<file path="src/rtl/mips_defs.sv">
// ---------------------------------------------------------------------------
// mips_defs
//   Shared definitions for the MIPS hazard/forwarding block:
//   - opcode and funct codes for the supported instruction subset
//   - instruction field ranges
//   - forward-mux select encodings
//   - per-stage decode record and the small compare helpers built on it
// ---------------------------------------------------------------------------
package mips_defs;

  // Instruction field ranges
  localparam int OP_HI = 31;
  localparam int OP_LO = 26;
  localparam int RS_HI = 25;
  localparam int RS_LO = 21;
  localparam int RT_HI = 20;
  localparam int RT_LO = 16;
  localparam int RD_HI = 15;
  localparam int RD_LO = 11;
  localparam int FN_HI = 5;
  localparam int FN_LO = 0;

  // Opcodes
  localparam logic [5:0] SPECIAL = 6'h00;
  localparam logic [5:0] J       = 6'h02;
  localparam logic [5:0] JAL     = 6'h03;
  localparam logic [5:0] BEQ     = 6'h04;
  localparam logic [5:0] ORI     = 6'h0D;
  localparam logic [5:0] LUI     = 6'h0F;
  localparam logic [5:0] LW      = 6'h23;
  localparam logic [5:0] SW      = 6'h2B;

  // SPECIAL funct codes
  localparam logic [5:0] JR      = 6'h08;
  localparam logic [5:0] MFHI    = 6'h10;
  localparam logic [5:0] MTHI    = 6'h11;
  localparam logic [5:0] MFLO    = 6'h12;
  localparam logic [5:0] MTLO    = 6'h13;
  localparam logic [5:0] MULT    = 6'h18;
  localparam logic [5:0] MULTU   = 6'h19;
  localparam logic [5:0] DIV     = 6'h1A;
  localparam logic [5:0] DIVU    = 6'h1B;
  localparam logic [5:0] ADDU    = 6'h21;
  localparam logic [5:0] SUBU    = 6'h23;

  localparam logic [4:0] LINK_REG = 5'd31;

  // Forward selects for D-stage operands (branch/jr comparators)
  localparam logic [1:0] FWD_D_GRF    = 2'd0;
  localparam logic [1:0] FWD_D_M      = 2'd1;
  localparam logic [1:0] FWD_D_E_LINK = 2'd2;

  // Forward selects for E-stage operands (ALU/MDU inputs)
  localparam logic [1:0] FWD_E_REG    = 2'd0;
  localparam logic [1:0] FWD_E_M      = 2'd1;
  localparam logic [1:0] FWD_E_W      = 2'd2;

  // Pipeline stage a decoder instance sits in; selects its Tnew table
  typedef enum logic [1:0] {
    STAGE_D,
    STAGE_E,
    STAGE_M,
    STAGE_W
  } stage_e;

  typedef struct packed {
    logic       cal_r;
    logic       cal_i;
    logic       load;
    logic       store;
    logic       branch;
    logic       jr;
    logic       link;
    logic       md;
    logic       md_div;    // div/divu: selects the long MDU latency
    logic       mf;
    logic       mt;
    logic       regwrite;
    logic [4:0] waddr;
    logic [4:0] rs;
    logic [4:0] rt;
    logic [1:0] tnew;
    logic       use_rs;
    logic       use_rt;
    logic [1:0] tuse_rs;
    logic [1:0] tuse_rt;
  } dec_t;

  // Producer p writes register src (writes to $0 never count)
  function automatic logic writes_reg(logic [4:0] src, dec_t p);
    return p.regwrite && (p.waddr != 5'd0) && (p.waddr == src);
  endfunction

  // Consumer needs src before producer p can deliver it
  function automatic logic raw_stall(logic used, logic [4:0] src,
                                     logic [1:0] tuse, dec_t p);
    return used && writes_reg(src, p) && (tuse < p.tnew);
  endfunction

endpackage

</file>
<file path="src/rtl/hazard_decode.sv">
// ---------------------------------------------------------------------------
// hazard_decode
//   Classifies one pipeline-stage instruction for hazard resolution.
//   Ports:
//     instr  in  32   instruction word latched in this stage (0 = bubble)
//     dec    out      class flags, regwrite, write address, source fields,
//                     Tuse of rs/rt and Tnew for the stage given by STAGE
// ---------------------------------------------------------------------------
module hazard_decode
  import mips_defs::*;
#(
  parameter stage_e STAGE = STAGE_D
) (
  input  logic [31:0] instr,
  output dec_t        dec
);

  logic [5:0] op;
  logic [5:0] fn;
  logic       special;
  logic       unused_shamt;

  assign op           = instr[OP_HI:OP_LO];
  assign fn           = instr[FN_HI:FN_LO];
  assign special      = (op == SPECIAL);
  assign unused_shamt = ^instr[10:6];

  always_comb begin
    // NOTE: default the whole record first so every path assigns every
    // field; a missed branch here would otherwise infer a latch.
    dec = '0;

    dec.cal_r  = special && (fn == ADDU || fn == SUBU);
    dec.cal_i  = (op == ORI) || (op == LUI);
    dec.load   = (op == LW);
    dec.store  = (op == SW);
    dec.branch = (op == BEQ);
    dec.jr     = special && (fn == JR);
    dec.link   = (op == JAL);
    dec.md     = special && (fn == MULT || fn == MULTU || fn == DIV || fn == DIVU);
    dec.md_div = special && (fn == DIV || fn == DIVU);
    dec.mf     = special && (fn == MFHI || fn == MFLO);
    dec.mt     = special && (fn == MTHI || fn == MTLO);

    dec.rs = instr[RS_HI:RS_LO];
    dec.rt = instr[RT_HI:RT_LO];

    if (dec.cal_r || dec.mf)        dec.waddr = instr[RD_HI:RD_LO];
    else if (dec.cal_i || dec.load) dec.waddr = instr[RT_HI:RT_LO];
    else if (dec.link)              dec.waddr = LINK_REG;

    dec.regwrite = dec.cal_r || dec.cal_i || dec.load || dec.mf || dec.link;

    // Tuse: branch/jr compare in D, stores need rt only in M
    dec.use_rs  = dec.branch || dec.jr || dec.cal_r || dec.cal_i ||
                  dec.load || dec.store || dec.md || dec.mt;
    dec.tuse_rs = (dec.branch || dec.jr) ? 2'd0 : 2'd1;
    dec.use_rt  = dec.branch || dec.cal_r || dec.md || dec.store;
    dec.tuse_rt = dec.branch ? 2'd0 : (dec.store ? 2'd2 : 2'd1);

    // Tnew relative to the stage this decoder observes
    case (STAGE)
      STAGE_E: begin
        if (dec.load)                              dec.tnew = 2'd2;
        else if (dec.cal_r || dec.cal_i || dec.mf) dec.tnew = 2'd1;
        else                                       dec.tnew = 2'd0;
      end
      STAGE_M: dec.tnew = dec.load ? 2'd1 : 2'd0;
      default: dec.tnew = 2'd0;
    endcase
  end

endmodule

</file>
<file path="src/rtl/hazard_unit_mdu.sv">
// ---------------------------------------------------------------------------
// hazard_unit_mdu
//   Hazard/forwarding controller for a 5-stage MIPS pipeline with a
//   multi-cycle multiply/divide unit and a saturating stall counter.
//   CNT_W must satisfy 2**CNT_W > max(MULT_CYCLES, DIV_CYCLES).
//   Ports:
//     clk           in   1       rising-edge clock
//     reset         in   1       synchronous, active-high
//     instr_d/e/m/w in   32      instruction words of the D/E/M/W stages
//     stall         out  1       freeze PC and F/D, bubble into D/E
//     md_start      out  1       MDU latches E-stage operands this cycle
//     md_busy       out  1       MDU result pending
//     fwd_rs_d      out  2       D rs select: 0 GRF, 1 M result, 2 E link (PC+8)
//     fwd_rt_d      out  2       D rt select, same encoding
//     fwd_rs_e      out  2       E rs select: 0 reg, 1 M result, 2 W write data
//     fwd_rt_e      out  2       E rt select, same encoding
//     fwd_rt_m      out  1       M store data from W write data
//     stall_cycles  out  PERF_W  cycles with stall=1, saturating
// ---------------------------------------------------------------------------
module hazard_unit_mdu
  import mips_defs::*;
#(
  parameter int MULT_CYCLES = 5,
  parameter int DIV_CYCLES  = 10,
  parameter int CNT_W       = 4,
  parameter int PERF_W      = 32
) (
  input  logic              clk,
  input  logic              reset,
  input  logic [31:0]       instr_d,
  input  logic [31:0]       instr_e,
  input  logic [31:0]       instr_m,
  input  logic [31:0]       instr_w,
  output logic              stall,
  output logic              md_start,
  output logic              md_busy,
  output logic [1:0]        fwd_rs_d,
  output logic [1:0]        fwd_rt_d,
  output logic [1:0]        fwd_rs_e,
  output logic [1:0]        fwd_rt_e,
  output logic              fwd_rt_m,
  output logic [PERF_W-1:0] stall_cycles
);

  localparam logic [CNT_W-1:0] MULT_LOAD = CNT_W'(MULT_CYCLES);
  localparam logic [CNT_W-1:0] DIV_LOAD  = CNT_W'(DIV_CYCLES);

  dec_t dec_d, dec_e, dec_m, dec_w;

  hazard_decode #(.STAGE(STAGE_D)) u_dec_d (.instr(instr_d), .dec(dec_d));
  hazard_decode #(.STAGE(STAGE_E)) u_dec_e (.instr(instr_e), .dec(dec_e));
  hazard_decode #(.STAGE(STAGE_M)) u_dec_m (.instr(instr_m), .dec(dec_m));
  hazard_decode #(.STAGE(STAGE_W)) u_dec_w (.instr(instr_w), .dec(dec_w));

  // Not every decoded field is consumed at every stage
  logic unused_dec;
  assign unused_dec = ^{dec_d, dec_e, dec_m, dec_w};

  logic [CNT_W-1:0] md_cnt;
  logic             stall_raw;
  logic             stall_md;
  logic             md_start_raw;
  logic             m_has_result;

  // ---------------- stall ----------------
  assign stall_raw = raw_stall(dec_d.use_rs, dec_d.rs, dec_d.tuse_rs, dec_e) ||
                     raw_stall(dec_d.use_rs, dec_d.rs, dec_d.tuse_rs, dec_m) ||
                     raw_stall(dec_d.use_rt, dec_d.rt, dec_d.tuse_rt, dec_e) ||
                     raw_stall(dec_d.use_rt, dec_d.rt, dec_d.tuse_rt, dec_m);

  // E never stalls, so an md in E is exactly one cycle long: that is the start pulse.
  // HI/LO users in D wait out both the start cycle and the busy window.
  assign md_start_raw = dec_e.md;
  assign stall_md     = (dec_d.md || dec_d.mf || dec_d.mt) && (md_busy || md_start_raw);

  assign stall    = !reset && (stall_raw || stall_md);
  assign md_start = !reset && md_start_raw;

  // ---------------- forwarding ----------------
  // An M-stage value is only available on the bypass bus once the ALU, link
  // or HI/LO read has produced it; loads arrive later through W.
  assign m_has_result = dec_m.cal_r || dec_m.cal_i || dec_m.link || dec_m.mf;

  always_comb begin
    fwd_rs_d = FWD_D_GRF;
    fwd_rt_d = FWD_D_GRF;
    fwd_rs_e = FWD_E_REG;
    fwd_rt_e = FWD_E_REG;
    fwd_rt_m = 1'b0;

    if (!reset) begin
      // Newest producer first: E link, then M, then W
      if (dec_e.link && writes_reg(dec_d.rs, dec_e))       fwd_rs_d = FWD_D_E_LINK;
      else if (m_has_result && writes_reg(dec_d.rs, dec_m)) fwd_rs_d = FWD_D_M;

      if (dec_e.link && writes_reg(dec_d.rt, dec_e))       fwd_rt_d = FWD_D_E_LINK;
      else if (m_has_result && writes_reg(dec_d.rt, dec_m)) fwd_rt_d = FWD_D_M;

      if (m_has_result && writes_reg(dec_e.rs, dec_m)) fwd_rs_e = FWD_E_M;
      else if (writes_reg(dec_e.rs, dec_w))            fwd_rs_e = FWD_E_W;

      if (m_has_result && writes_reg(dec_e.rt, dec_m)) fwd_rt_e = FWD_E_M;
      else if (writes_reg(dec_e.rt, dec_w))            fwd_rt_e = FWD_E_W;

      fwd_rt_m = writes_reg(dec_m.rt, dec_w);
    end
  end

  // ---------------- MDU busy counter ----------------
  // NOTE: sequential state uses non-blocking assignments so every register
  // samples the pre-edge values regardless of statement order.
  always_ff @(posedge clk) begin
    if (reset) begin
      md_cnt <= '0;
    end else if (md_start_raw) begin
      md_cnt <= dec_e.md_div ? DIV_LOAD : MULT_LOAD;
    end else if (md_cnt != '0) begin
      md_cnt <= md_cnt - CNT_W'(1);
    end
  end

  assign md_busy = (md_cnt != '0);

  // ---------------- stall performance counter ----------------
  always_ff @(posedge clk) begin
    if (reset) begin
      stall_cycles <= '0;
    end else if (stall && (stall_cycles != '1)) begin
      stall_cycles <= stall_cycles + PERF_W'(1);
    end
  end

endmodule
</file>
<file path="config.mk">
export PLATFORM = sky130hd
export DESIGN_NAME = hazard_unit_mdu
export DESIGN_NICKNAME = d
export VERILOG_FILES = /design/src/rtl/mips_defs.sv /design/src/rtl/hazard_decode.sv /design/src/rtl/hazard_unit_mdu.sv
export SDC_FILE = /design/constraint.sdc
export NUM_CORES = 1
export LEC_CHECK = 0
export BUFFER_PORTS_ARGS = -buffer_cell sky130_fd_sc_hd__buf_2
export CAP_MARGIN = 20
export CORE_MARGIN = 8
export CORE_UTILIZATION = 40
export DETAILED_ROUTE_END_ITERATION = 12
export PLACE_DENSITY_LB_ADDON = 0.3
export SYNTH_ARGS = -nofsm -noshare
export SYNTH_HDL_FRONTEND = slang
export SYNTH_SLANG_ARGS = --single-unit
</file>
<file path="constraint.sdc">
create_clock -name clk -period 3 [get_ports clk]
set_input_delay 0.45 -clock clk [delete_from_list [all_inputs] [get_ports clk]]
set_output_delay 0.45 -clock clk [all_outputs]
set_load 0.01 [all_outputs]
</file>
# Yosys cells after proc, flatten, opt, wreduce, memory -nomap -nowiden
# Index checks and enable logic that the tools add are counted.
[word_totals]
out_inout_bits = 44
romBits = 0
register_bits = 36
n_memories = 0
mem_bits_rw = 0
latchBits = 0
[classes]
n_mux = 31
addsub = 2
n_eq_ne = 54
n_div = 0
order_cmp = 4
shift = 0
bitwise = 0
n_reduce_logical = 111
multipliers = 0
[ops]
columns = ["operator", "n"]
rows = [
  ["$eq 6x5->1 const B", 18],
  ["$eq 6x6->1 const B", 13],
  ["$logic_or 1x1->1", 58],
  ["$eq 6x4->1 const B", 9],
  ["$eq 5x5->1", 9],
  ["$mux 5", 9],
  ["$logic_and 1x1->1", 43],
  ["$add 32x1->32 const B", 1],
  ["$ne 32x32->1 const B", 1],
  ["$mux 2", 13],
  ["$logic_not 6->1", 4],
  ["$eq 6x2->1 const B", 3],
  ["$reduce_bool 5->1", 3],
  ["$mux 4", 3],
  ["$lt 2x2->1", 4],
  ["$eq 6x3->1 const B", 1],
  ["$mux 1", 6],
  ["$reduce_bool 4->1", 1],
  ["$sub 4x1->4 const B", 1],
  ["$reduce_bool 2->1", 1],
  ["$logic_not 1->1", 1],
]

# Longest topological paths before layout
[logic_depth]
ltp_word = 17
depth_mapped = 14
ltp_nobuf = 10

# By module
# A second synthesis with hierarchy kept.
[hier_totals]
cells_unflattened = 578
area_unflattened_um2 = 4545.6
[modules_own_cells]
columns = ["mod", "area_per_inst_um2", "instances", "cells_each"]
rows = [
  ["hazard_unit_mdu", 2820.2, 1, 345],
  ["hazard_decode at u_dec_m ...", 441.7, 2, 58],
  ["hazard_decode at u_dec_d", 442.9, 1, 60],
  ["hazard_decode at u_dec_e", 399.1, 1, 57],
]

# Least setup slack after synthesis
# Ideal clock, no wire load.
[synth_timing]
path_kind = "input -> output"
startpoint = "input port instr_m[30]"
endpoint = "output port stall"
path_stages = 13
setup_slack_ns = -0.329
required_time_ns = 2.550
t_arrival_ns = 2.879
path_cell_list = "nor4_2 > o2111ai_1 > and2_1 > buf_6 > xor2_1 > o311a_1 > nor3_2 > a21oi_1 > o311a_1 > buf_6 > buf_6 > clkbuf_1 > nor2_1"
[synth_between]
elab_chain_cells = 15
word_cells_on_any_way = 35
cone_classes = "order compare: 2; eq/ne: 6; mux: 4; reduce/logical: 23"
[synth_rtl]
columns = ["item", "line_no", "source"]
rows = [
  ["start: declaration", "hazard_unit_mdu.sv:32", "input logic [31:0] instr_m,"],
  ["$eq 6x4->1 / $logic_not 6->1 (equally long branches)", "hazard_decode.sv:34, hazard_decode.sv:25", ""],
  ["$logic_or 1x1->1 / $logic_and 1x1->1 (equally long branches)", "hazard_decode.sv:34, hazard_decode.sv:33", ""],
  ["$logic_or 1x1->1 (on tied branches)", "hazard_decode.sv:49, hazard_decode.sv:52", ""],
  ["$mux 5 / $logic_or 1x1->1 (equally long branches)", "hazard_decode.sv:49, hazard_decode.sv:52", ""],
  ["$mux 5 / $logic_or 1x1->1 (equally long branches)", "hazard_decode.sv:48, hazard_decode.sv:52", ""],
  ["$reduce_bool 5->1 / $logic_or 1x1->1 (equally long branches)", "mips_defs.sv:91, hazard_decode.sv:52", ""],
  ["$logic_and 1x1->1 (2 in a row)", "mips_defs.sv:91", "return p.regwrite && (p.waddr != 5'd0) && (p.waddr == src);"],
  ["$logic_and 1x1->1 (2 in a row)", "mips_defs.sv:97", "return used && writes_reg(src, p) && (tuse < p.tnew);"],
  ["$logic_or 1x1->1", "hazard_unit_mdu.sv:66", "assign stall_raw = raw_stall(dec_d.use_rs, dec_d.rs, dec_d.tuse_rs, dec_e) ||"],
  ["$logic_or 1x1->1", "hazard_unit_mdu.sv:67", "raw_stall(dec_d.use_rs, dec_d.rs, dec_d.tuse_rs, dec_m) ||"],
  ["$logic_or 1x1->1 (*)", "hazard_unit_mdu.sv:68", "raw_stall(dec_d.use_rt, dec_d.rt, dec_d.tuse_rt, dec_e) ||"],
  ["$logic_or 1x1->1 (*)", "hazard_unit_mdu.sv:76", "assign stall = !reset && (stall_raw || stall_md);"],
  ["$logic_and 1x1->1 (*)", "hazard_unit_mdu.sv:76", ""],
  ["end: declaration", "hazard_unit_mdu.sv:34", "output logic stall,"],
]
# Mark *: on every way between the ends. The rest lies on a longest branch, timed or not.

# Worst setup path after layout
[layout_timing]
startpoint = "input port instr_m[31]"
endpoint = "output port stall"
# The elaborated chain is that of the path after synthesis.

==> metrics.cfg <==
[run_status]
outcome=complete, but fails checks
failed_checks=negative setup slack

[clock_tree]
htree_num_levels=2
clock_path_buffers=2
cts_hold_buf=0
cts_tree=built
cts_buffers=5
cts.sinks=36
path_clk_slew_ns=0.07
cts-root-buf=clkbuf_8
clock_latency_ns=0.29

[setup_path]
crit_type=input port to output port
crit_path_start_kind=input port
crit_path_start=instr_m[31]
cp_max_fo=5
critPathRequiredTime_ns=2.55
end_kind=output port
cp.arrival_ns=2.81
rrSetupSlack_ns=0.32
reg2regPathDepth=8
r2r_start=stall_cycles[4]$_SDFFE_PP0P_
timing.rr.end=stall_cycles[28]$_SDFFE_PP0P_
worstSetupEndpoint=stall

[detailed_routing]
wire_per_inst_um=17.2
ant_nets=0
drt_iter0_drc=209
via_count=4753
wirelength_um=13800
firstDrtPassIters=5
via_per_inst=5.92
drc=0

[placement]
preCtsSetupSlack_ns=-0.531
post-dp-hpwl_um=10300
gp_congestion=0.951
dpl_cell_area_mm2=0.00490
io_buffers=136

[yosys]
synth_area_mm2=0.00367
syn_inst=504
yosysUniqueCellTypes=66
synthTopCellsByArea=dfxtp_1, a21oi_1, xor2_1
ys_top_cells_by_count=a21oi_1, nand2_1, dfxtp_1, nor2_1, nand3_1
async_reset_ff_share_pct=0
ys_warn_count=0
yosysMostFrequentCell=a21oi_1
yosysTopAreaCell=dfxtp_1
synth_top_area_share_pct=19.7
ys_ff_latch=36
ys_dominant_reg_cell=dfxtp_1
synth-edff-count=0
syn_area_per_cell_um2=7.27
ys_seq_area_share_pct=19.7
syn_nets=638

[timing]
worst_slew_pin_slew_ns=0.570
max_slew_margin_pct=62.0
hold_viol_final=0
hold-worst-slack_ns=0.451
fmax_mhz=306
finClkSkew_ns=0.00921
setup_ws_ns=-0.263
fin_crit_sh_pct=109
min_period_ns=3.26
final_max_slew_viol_count=0
setup_viol=39
rsz0062_at_grt=true
finalSetupTns_ns=-5.47

[final_layout]
fin_nets=825
post-route-cell-area_mm2=0.00570
post_route_cells_drive_above_1_share_pct=45.4
seqCellArea_um2=721
multiInputGateArea_mm2=0.00335
nFillCells=801
areaGrowthSynthToFinish_pct=55.5
diodes=0

[die]
start_util_pct=40.4
io_pins=174
core_mm2=0.00906
dieWidth_um=112
die-area_mm2=0.0125
fp.dieH_um=112
rows=35

[global_routing]
grt_usage_pct=20.2
antenna_found_initial=0
grt_max_degree=49
overflow=0
first_global_vias=4717
grt_pass1_wl_um=21800

[power_and_ir_drop]
p_total_mw=1.33
p_leak_nw=2.25
p_per_area_mw_per_mm2=234
peakVddDrop_mv=0.171

[min_path]
hp-class=input port to register

[job]
cap_viol_max_count=0

-- power breakdown --
| group | internal [mW] | switching [mW] |
|---|---|---|
| sequential | 0.498 | 0.0151 |
| clock | 0.187 | 0.177 |
| combinational | 0.216 | 0.241 |
-- flip-flops by register name (all words and copies together), names as in the netlist --
signal,cells
stall_cycles,32
md_cnt,4
-- worst min-delay path by stage --
stage | startpoint | endpoint | slack (ns) | depth (start not counted)
6_report | instr_e[1] | md_cnt[0]$_SDFFE_PP0P_ | 0.45 | 3
5_1_grt | instr_e[1] | md_cnt[1]$_SDFFE_PP0P_ | 0.46 | 3
4_1_cts | instr_e[1] | md_cnt[0]$_SDFFE_PP0P_ | 0.45 | 3
3_5_place_dp | stall_cycles[28]$_SDFFE_PP0P_ | stall_cycles[28]$_SDFFE_PP0P_ | 0.49 | 2
3_3_place_gp | stall_cycles[28]$_SDFFE_PP0P_ | stall_cycles[28]$_SDFFE_PP0P_ | 0.47 | 2
2_1_floorplan | stall_cycles[18]$_SDFFE_PP0P_ | stall_cycles[18]$_SDFFE_PP0P_ | 0.50 | 2
-- cells in the final DEF, fill, tap and decap left out, drive strengths merged, types with 14 or more instances in the layout --
cell type,n
buf,208
a21oi,46
nand2,38
dfxtp,36
nor2,35
nand3,26
o31ai,23
or4,23
nor3,22
xor2,21
o21ai,17
nor2b,15
nand4,14
-- cell type report --
cell class / count / share of cell area, %
Clock buffer: 7 / 1.51
Clock inverter: 1 / 0.132
Inverter: 10 / 0.658
Multi-Input combinational cell: 429 / 58.7
Sequential cell: 36 / 12.6
Tap cell: 111 / 2.44
Timing Repair Buffer: 209 / 23.9
-- metal layers --
| layer | vias to the layer above | share of wire (%) | global-route usage, % |
|---|---|---|---|
| met3 | 28 | 5.8 | 4.17 |
| met1 | 2240 | 40 | 22.9 |
| met2 | 187 | 52 | 37.1 |
| li1 | 2298 | - | - |
| met5 | - | 0 | 0 |
| met4 | 0 | 2.4 | 6.02 |
-- cells by family after synthesis --
logic type,after synthesis,share of synthesized area (%)
AOI/OAI and AO/OA,135,24.9
adders and majority gates,4,1.37
buffers and inverters,39,4.85
DFF,36,19.7
xor gates and xnor gates,33,7.88
and+or+nand+nor,248,38.6
muxes,9,2.73
-- stage by stage --
| stage | util (%) | cells |
|---|---|---|
| 2_1_floorplan | - | 504 |
| 3_3_place_gp | 54.0 | 783 |
| 3_5_place_dp | 54.0 | 783 |
| 4_1_cts | 58.2 | 798 |
| 5_1_grt | 62.9 | 803 |
| 6_report | 62.9 | 803 |
-- worst max-delay path, stage by stage --
cell and delay [ns]:
buf_4 0.14, nor4_4 0.26, o211ai_1 0.15, buf_4 0.18
o221a_1 0.27, nor4b_2 0.29, a31o_1 0.18, o2111a_1 0.20
a21oi_2 0.04, o311a_4 0.33, buf_12 0.13, nor2_4 0.08
buf_6 0.11
-- repair_timing --
action	4_1_cts	5_1_grt
endpoints found under the hold margin	0	0
gates resized for setup	35	100
setup endpoints to repair	40	42
gates cloned	2	2
setup buffers	5	5
pin swaps	13	39
(Power assumes the default switching activity.)
